`src/rtl/writeback_arbiter_pkg.sv`:
```
// Shared CPU definitions: the writeback request carried to the register file
// write port and the architectural register count.
package writeback_arbiter_pkg;

    localparam int REGISTER_COUNT = 32;

    typedef struct packed {
        logic        enabled;
        logic [4:0]  address;
        logic [31:0] data;
    } writeback_request_t;

endpackage

```
`src/rtl/result_fifo.sv`:
```
// Two-entry result buffer for the long-latency unit. Pushes and pops may occur
// in the same cycle; the caller guarantees push only when not full.
module result_fifo
    import writeback_arbiter_pkg::*;
(
    input  logic        clock,
    input  logic        reset,
    input  logic        push,
    input  logic        push_enabled,
    input  logic [4:0]  push_address,
    input  logic [31:0] push_data,
    input  logic        pop,
    output logic        head_enabled,
    output logic [4:0]  head_address,
    output logic [31:0] head_data,
    output logic [1:0]  count
);

    writeback_request_t entries [2];
    logic               write_pointer;
    logic               read_pointer;

    // NOTE: the storage array has no reset; count alone says which entries are live,
    // so resetting the data would only add reset fan-out to a RAM-like structure.
    always_ff @(posedge clock) begin
        if (push) begin
            entries[write_pointer] <= '{push_enabled, push_address, push_data};
        end
    end

    always_ff @(posedge clock) begin
        if (reset) begin
            write_pointer <= 1'b0;
            read_pointer  <= 1'b0;
            count         <= 2'd0;
        end else begin
            if (push) write_pointer <= ~write_pointer;
            if (pop)  read_pointer  <= ~read_pointer;
            count <= count + 2'(push) - 2'(pop);
        end
    end

    assign head_enabled = entries[read_pointer].enabled;
    assign head_address = entries[read_pointer].address;
    assign head_data    = entries[read_pointer].data;

endmodule

```
`src/rtl/writeback_arbiter.sv`:
```
// Merges pipeline writeback and buffered long-latency results onto the single
// register file write port, with starvation guard and a busy scoreboard.
module writeback_arbiter
    import writeback_arbiter_pkg::*;
#(
    parameter int STARVE_LIMIT = 4
) (
    input  logic        clock,
    input  logic        reset,
    input  logic        pipe_valid,
    input  logic        pipe_write_enabled,
    input  logic [4:0]  pipe_address,
    input  logic [31:0] pipe_data,
    output logic        pipe_ready,
    input  logic        long_valid,
    input  logic [4:0]  long_address,
    input  logic [31:0] long_data,
    output logic        long_ready,
    input  logic        issue_valid,
    input  logic [4:0]  issue_address,
    input  logic [4:0]  read_address_1,
    input  logic [4:0]  read_address_2,
    output logic        busy_1,
    output logic        busy_2,
    output logic        write_enabled,
    output logic [4:0]  write_address,
    output logic [31:0] write_data
);

    localparam int WAIT_WIDTH = $clog2(STARVE_LIMIT + 1);

    logic [1:0]                count;
    logic                      head_enabled;
    logic [4:0]                head_address;
    logic [31:0]               head_data;
    logic [WAIT_WIDTH-1:0]     wait_count;
    logic [REGISTER_COUNT-1:0] busy;
    logic [REGISTER_COUNT-1:0] busy_next;
    logic                      write_from_long;
    logic                      push;
    logic                      pop;
    logic                      pipe_wins;
    writeback_request_t        winner;

    result_fifo buffer (
        .clock        (clock),
        .reset        (reset),
        .push         (push),
        .push_enabled (long_address != 5'd0),
        .push_address (long_address),
        .push_data    (long_data),
        .pop          (pop),
        .head_enabled (head_enabled),
        .head_address (head_address),
        .head_data    (head_data),
        .count        (count)
    );

    assign long_ready = (count != 2'd2);
    assign pipe_ready = (wait_count < WAIT_WIDTH'(STARVE_LIMIT));
    assign push       = long_valid & long_ready;
    assign pipe_wins  = pipe_ready & pipe_valid & pipe_write_enabled & (pipe_address != 5'd0);
    assign pop        = !pipe_wins && (count != 2'd0);

    // NOTE: every variable driven here gets a default first, so no path leaves it
    // unassigned and no latch is inferred.
    always_comb begin
        winner = '0;
        if (pipe_wins) begin
            winner = '{1'b1, pipe_address, pipe_data};
        end else if (pop) begin
            winner = '{head_enabled, head_address, head_data};
        end
    end

    always_ff @(posedge clock) begin
        if (reset) begin
            write_enabled   <= 1'b0;
            write_address   <= 5'd0;
            write_data      <= 32'd0;
            write_from_long <= 1'b0;
            wait_count      <= '0;
        end else begin
            write_enabled   <= winner.enabled;
            write_from_long <= pop & head_enabled;
            if (winner.enabled) begin
                write_address <= winner.address;
                write_data    <= winner.data;
            end
            if (pop) begin
                wait_count <= '0;
            end else if (count != 2'd0) begin
                wait_count <= wait_count + WAIT_WIDTH'(1);
            end
        end
    end

    // Clear lands on the edge that stores the long result; a same-cycle issue wins.
    always_comb begin
        busy_next = busy;
        if (write_enabled && write_from_long) busy_next[write_address] = 1'b0;
        if (issue_valid && issue_address != 5'd0) busy_next[issue_address] = 1'b1;
    end

    always_ff @(posedge clock) begin
        if (reset) begin
            busy <= '0;
        end else begin
            busy <= busy_next;
        end
    end

    assign busy_1 = busy[read_address_1];
    assign busy_2 = busy[read_address_2];

endmodule
```
`config.mk`:
```
export PLATFORM = sky130hd
export DESIGN_NAME = writeback_arbiter
export DESIGN_NICKNAME = d
export VERILOG_FILES = /design/src/rtl/writeback_arbiter_pkg.sv /design/src/rtl/result_fifo.sv /design/src/rtl/writeback_arbiter.sv
export SDC_FILE = /design/constraint.sdc
export NUM_CORES = 1
export LEC_CHECK = 0
export BUFFER_PORTS_ARGS = -buffer_cell sky130_fd_sc_hd__buf_2
export CORE_UTILIZATION = 35
export DETAILED_ROUTE_END_ITERATION = 16
export GPL_TIMING_DRIVEN = 0
export PLACE_DENSITY_LB_ADDON = 0.15
export SKIP_CTS_REPAIR_TIMING = 1
export SYNTH_ARGS = -nofsm -noshare
export SYNTH_HDL_FRONTEND = slang
export SYNTH_SLANG_ARGS = --single-unit
```
`constraint.sdc`:
```
create_clock -name clock -period 3.4 [get_ports clock]
set_input_delay 0.51 -clock clock [delete_from_list [all_inputs] [get_ports clock]]
set_output_delay 0.51 -clock clock [all_outputs]
set_load 0.02 [all_outputs]
```
==> results.toml, run 1 <==
[die]
core_sq_um = 18700
ioPinCount = 137
fp-row-count = 50
die_w_um = 140
die_h_um = 140
start_util = 0.358
die_area_sq_um = 19700

[synthesis]
synth-edff-count = 76
yosysTopAreaCellShare = 0.341
ys_ff_latch = 155
netlist.top_cell.by_area = "edfxtp_1"
synth.distinct_cells = 37
ys.warnings.count = 0
synth_ff_type = "dfxtp_1"
synth_area_sq_um = 6690
syn-num-nets = 728
async_reset_ff_frac = 0
seq_area_frac_synth = 0.578
syn_inst = 630
synth.area.top_cells = "edfxtp_1 34%, dfxtp_1 24%, mux2i_1 10%, a21oi_1 5.9%, a211oi_1 3.8%"
syn_avg_cell_area_sq_um = 10.6

[setup_path]
r2r-start = "buffer.count[1]$_SDFF_PP0_"
crit_fanout = 10
startpoint_type = "input port"
critical_path_class = "in -> out"
crit_end = "busy_2"
required_ns = 2.89
crit_path_end_kind = "primary output"
arrival_ns = 2.05
r2r_cells = 9
r2r_end = "buffer.count[1]$_SDFF_PP0_"
startpoint = "read_address_2[1]"
reg2reg_slack_ns = 0.99

[placement]
dp_hpwl_um = 13500
numPortBuffers = 133
dpl.cell_count = 999
place_congestion = 0.916
postPlaceCellArea_sq_um = 7690

[detailed_routing]
dr.pass1.iters = 5
drc_errors = 0
vias = 5376
post_drt_wl_per_cell_um = 17.8
drt_wl_total_um = 18400
vias_per_cell = 5.20
ant_nets = 0
first_iter_violations = 215

[power_and_ir_drop]
clockPowerShare = 0.331
power.leakage_nw = 3.20
p_sw_frac = 0.321
p_switching_mw = 2.00
p_int_mw = 4.23
vdd_drop_max_mv = 0.403
combPwrFrac = 0.284
pwr-share-seq = 0.385
total_power_mw = 6.23
cellPowerDensity_nw_per_um2 = 746

[final_layout]
most-common-layout-cells = "147 x buf_2, 79 x a21oi_1, 79 x dfxtp_1, 76 x edfxtp_1, 69 x mux2i_1"
final_layout_size_suffix_gt1_frac = 0.240
nets = 882
fin_util = 0.446
stdcell_count = 1033
final_area_sq_um = 8350
layout_commonest_cell = "buf_2"
syn_to_final_growth_pct = 24.8

[sta]
setup_viol = 0
grt_setup_unrepaired = "false"
max_freq_ghz = 0.391
setup_tns_ns = 0
skew_ns = 0.00734
hold_viol = 0
period_needed_ns = 2.56
worst_pin_slew_ns = 1.15
slew_headroom = 0.229
drv_slew = 0
post-route-period-util = 0.753

[clock_tree]
cts_tree = "yes"
clkTransAtPathRegs_ns = 0.06
htree_num_levels = 4
cts-root-buf = "clkbuf_16"
cts_max_path_buffers = 2
clk_latency_ns = 0.42
cts_sinks = 155
cts_buffers = 17

[global_route]
grt_pass1_vias = 5688
grt_max_degree = 37
grt_overflow = 0
grt_pass1_wl_um = 28900
track_usage = 0.192
antenna_found_initial = 3

[hold_path]
worstHoldPathType = "in -> reg"
hold_start = "long_data[28]"

[status]
status = "finished, final reports clean"

[job]
max-cap-violations = 0
==> power groups by stage <==
stage                     Combinational [mW]  Sequential [mW]  Clock, mW
after floorplan                         1.08             2.55          0
after global placement                  1.73             2.44          0
after detailed placement                1.79             2.44          0
after CTS                               1.80             2.40       2.11
after global routing                    1.95             2.43       2.18
final                                   1.77             2.40       2.06
==> Yosys cell counts (4+ instances only) <==
cell type  count
buf_6          4
nand2_1       57
nor2_1        60
a211oi_1      34
o21ai_0       33
nand3_1        5
nor2b_1        5
edfxtp_1      76
a21oi_1       79
mux2i_1       69
dfxtp_1       79
buf_2         14
nor3b_1        6
a22oi_1       10
nor3_1        40
clkbuf_1      22
==> cell type report <==
cell class              instances  area [sq um]
repair buffers                135           706
diodes                          2          5.00
well taps                     234           293
clock inverters                14           216
flip-flops and latches        155          3860
clock buffers                  18           429
plain buffers                  41           205
inverters                       2          7.51
multi-input cells             432          2620
fillers                      1802         10400
==> metrics by stage <==
stage               hold WS (ns)  setup WS [ns]
floorplan                  0.445          0.624
global placement           0.473         -0.412
detailed placement         0.487          0.763
CTS                        0.254          0.827
global route               0.253          0.741
finish                     0.281          0.839
==> worst max-delay path, stage by stage <==
cell and delay (ns):
buf_2 0.21, buf_2 0.35, mux2i_1 0.25, a22oi_1 0.09
nand3_1 0.15, nand2_1 0.07, a311o_1 0.26, buf_2 0.16
==> state kept, by name (all words and copies together), names as in the netlist, named ones only <==
register	cells
buffer.read_pointer	1
busy	32
buffer.count	2
buffer.entries	76
write_address	5
write_data	32
buffer.write_pointer	1
wait_count	3
write_enabled	1
write_from_long	1
==> kinds of logic (layout without fill, tap and decap cells) <==
| logic type | count (synthesis) | in the layout | synth area share |
|---|---|---|---|
| adder cells (fa/ha/maj) | 3 | 3 | 0.00561 |
| AND/OR/NAND/NOR | 195 | 195 | 0.135 |
| AO/OA/AOI/OAI | 160 | 160 | 0.140 |
| flip-flops | 155 | 155 | 0.578 |
| multiplexers | 70 | 70 | 0.105 |
| XOR/XNOR | 4 | 4 | 0.00524 |
| other | 0 | 2 | 0 |
| buffers and inverters | 43 | 210 | 0.0318 |
==> routing by layer <==
| metal | track usage | share of wire | vias to the layer above | routed length (um) |
|---|---|---|---|---|
| li1 | - | - | 2626 | - |
| met1 | 0.215 | 0.42 | 2585 | 7680 |
| met2 | 0.344 | 0.51 | 134 | 9430 |
| met3 | 0.0499 | 0.048 | 29 | 877 |
| met4 | 0.0827 | 0.020 | 2 | 369 |
| met5 | 0 | 0.00054 | - | 10 |
==> worst min path at each step <==
stage	end	slack, ns	cells past startpoint
final	buffer.entries[1][28]$_DFFE_PP_	0.28	1
after global routing	buffer.entries[0][27]$_DFFE_PP_	0.25	1
after CTS	buffer.entries[0][8]$_DFFE_PP_	0.25	1
after detailed placement	busy[16]$_SDFF_PP0_	0.49	2
after global placement	wait_count[1]$_SDFFE_PP0N_	0.47	2
after floorplan	wait_count[2]$_SDFFE_PP0N_	0.45	2
(Power assumes the default switching activity.)
==> run 2: changes to the inputs <==
clock period = 2.7 ns   (was 3.4 ns; I/O delays follow)
==> results.toml, run 2 (same netlist as run 1, synthesis figures left out) <==
[power_and_ir_drop]
vdd_drop_max_mv = 0.486
power.leakage_nw = 3.15
cellPowerDensity_nw_per_um2 = 905

[job]
max-cap-violations = 0

[placement]
numPortBuffers = 133
pre_cts_ws_ns = 0.169
dp_hpwl_um = 13400
place_congestion = 0.856

[clock_tree]
htree_num_levels = 4
cts_buffers = 17
cts_sinks = 155
cts_max_path_buffers = 2
cts_tree = "yes"
clkTransAtPathRegs_ns = 0.06
clk_latency_ns = 0.42
cts-root-buf = "clkbuf_16"

[final_layout]
nets = 882
top_register = "buffer.entries"
layout_commonest_cell = "buf_2"
final_layout_size_suffix_gt1_frac = 0.240
largest_reg_flops = 76
most-common-layout-cells = "147 x buf_2, 79 x a21oi_1, 79 x dfxtp_1, 76 x edfxtp_1, 69 x mux2i_1"
reg_top3 = "buffer.entries x76, busy x32, write_data x32"
fillers = 1834
syn_to_final_growth_pct = 23.3

[setup_path]
startpoint = "buffer.count[1]$_SDFF_PP0_"
path_cells = "nor2_1, clkbuf_1, nor2_1, ha_1, inv_1, ha_1, xor2_1, xnor2_1, nor2_1"
cp_num_buf_inv = 2
startpoint_type = "flop"
crit_fanout = 10
required_ns = 2.98
r2r-start = "buffer.count[1]$_SDFF_PP0_"
cpMaxStageDelayCell = "nor2_1"
crit_path_end_kind = "flop"
arrival_ns = 2.72
cpMostUsedCell = "nor2_1"
critical_path_class = "reg -> reg"
slowest_delay_ns = 0.54
critical-path-top-delay-family = "simple AND/OR/NAND/NOR gates"

[die]
die_area_sq_um = 19700
die_h_um = 140
core_sq_um = 18700
fp-row-count = 50
die_w_um = 140
start_util = 0.358
ioPinCount = 137

[detailed_routing]
dr.pass1.iters = 4
drc_errors = 0
ant_nets = 0
post_drt_wl_per_cell_um = 17.7
vias_per_cell = 5.15
drt_wl_total_um = 18300
first_iter_violations = 256
vias = 5317

[hold_path]
worstHoldPathType = "in -> reg"
hold_start = "long_data[20]"

[sta]
max_freq_ghz = 0.409
setup_tns_ns = 0
grt_setup_unrepaired = "false"
hold_viol = 0
skew_ns = 0.0132
slew_headroom = 0.242
post-route-period-util = 0.906
drv_slew = 0
layout_setup_ws_ns = 0.254
setup_viol = 0
period_needed_ns = 2.45
worst_pin_slew_ns = 1.13

[global_route]
grt_overflow = 0
grt_pass1_vias = 5505
grt_max_degree = 37
grt_pass1_wl_um = 28900
track_usage = 0.193
antenna_found_initial = 3

[status]
status = "finished, final reports clean"
-- run 2: cell count changes in the layout (fill, tap and decap cells not counted) --
| cell | previous run | this run |
|---|---|---|
| clkbuf_1 | 23 | 22 |
| clkinv_2 | 1 | 3 |
| clkinvlp_4 | 3 | 4 |
| clkinv_4 | 1 | 2 |
| bufinv_16 | 5 | 1 |
-- run 2: path summary, 6_finish.rpt --
path | slack, ns | endpoint | cells after the start
worst max register to register | 0.25 | buffer.count[1]$_SDFF_PP0_ | 9
worst max-delay path | 0.25 | buffer.count[1]$_SDFF_PP0_ | 9
worst min-delay path | 0.17 | buffer.entries[1][20]$_DFFE_PP_ | 1
worst min register to register | 0.50 | busy[30]$_SDFF_PP0_ | 2
-- run 2: metrics by stage --
stage	power [mW]	hold WS, ns	std cells	area (sq um)	util
3_3_place_gp	5.25	0.473	997	7650	0.409
4_1_cts	7.53	0.156	1030	8240	0.441
2_1_floorplan	4.57	0.445	630	6690	-
5_1_grt	7.90	0.153	1030	8240	0.441
3_5_place_dp	5.31	0.487	999	7690	0.411
6_report	7.46	0.172	1032	8250	0.441
-- run 2: final cells by class --
cell class	instances	area [sq um]	area share
Clock inverter	14	123	0.0149
Multi-Input combinational cell	432	2620	0.318
Inverter	2	7.51	0.000910
Sequential cell	155	3860	0.468
Antenna cell	2	5.00	0.000607
Timing Repair Buffer	135	706	0.0856
Tap cell	234	293	0.0355
Clock buffer	17	425	0.0516
Buffer	41	205	0.0249
-- run 2: where the power goes --
| group | switching [mW] | internal, mW | total, mW | leakage (nW) |
|---|---|---|---|---|
| clock network | 0.943 | 1.26 | 2.21 | 0.259 |
| logic | 1.42 | 0.818 | 2.24 | 1.54 |
| registers | 0.160 | 2.86 | 3.02 | 1.35 |
-- run 2: per-layer routing --
layer	vias up	global-route usage	routed length, um
met4	2	0.0602	230
li1	2621	-	-
met2	141	0.341	9300
met3	19	0.0520	908
met1	2534	0.227	7840
met5	-	0	13
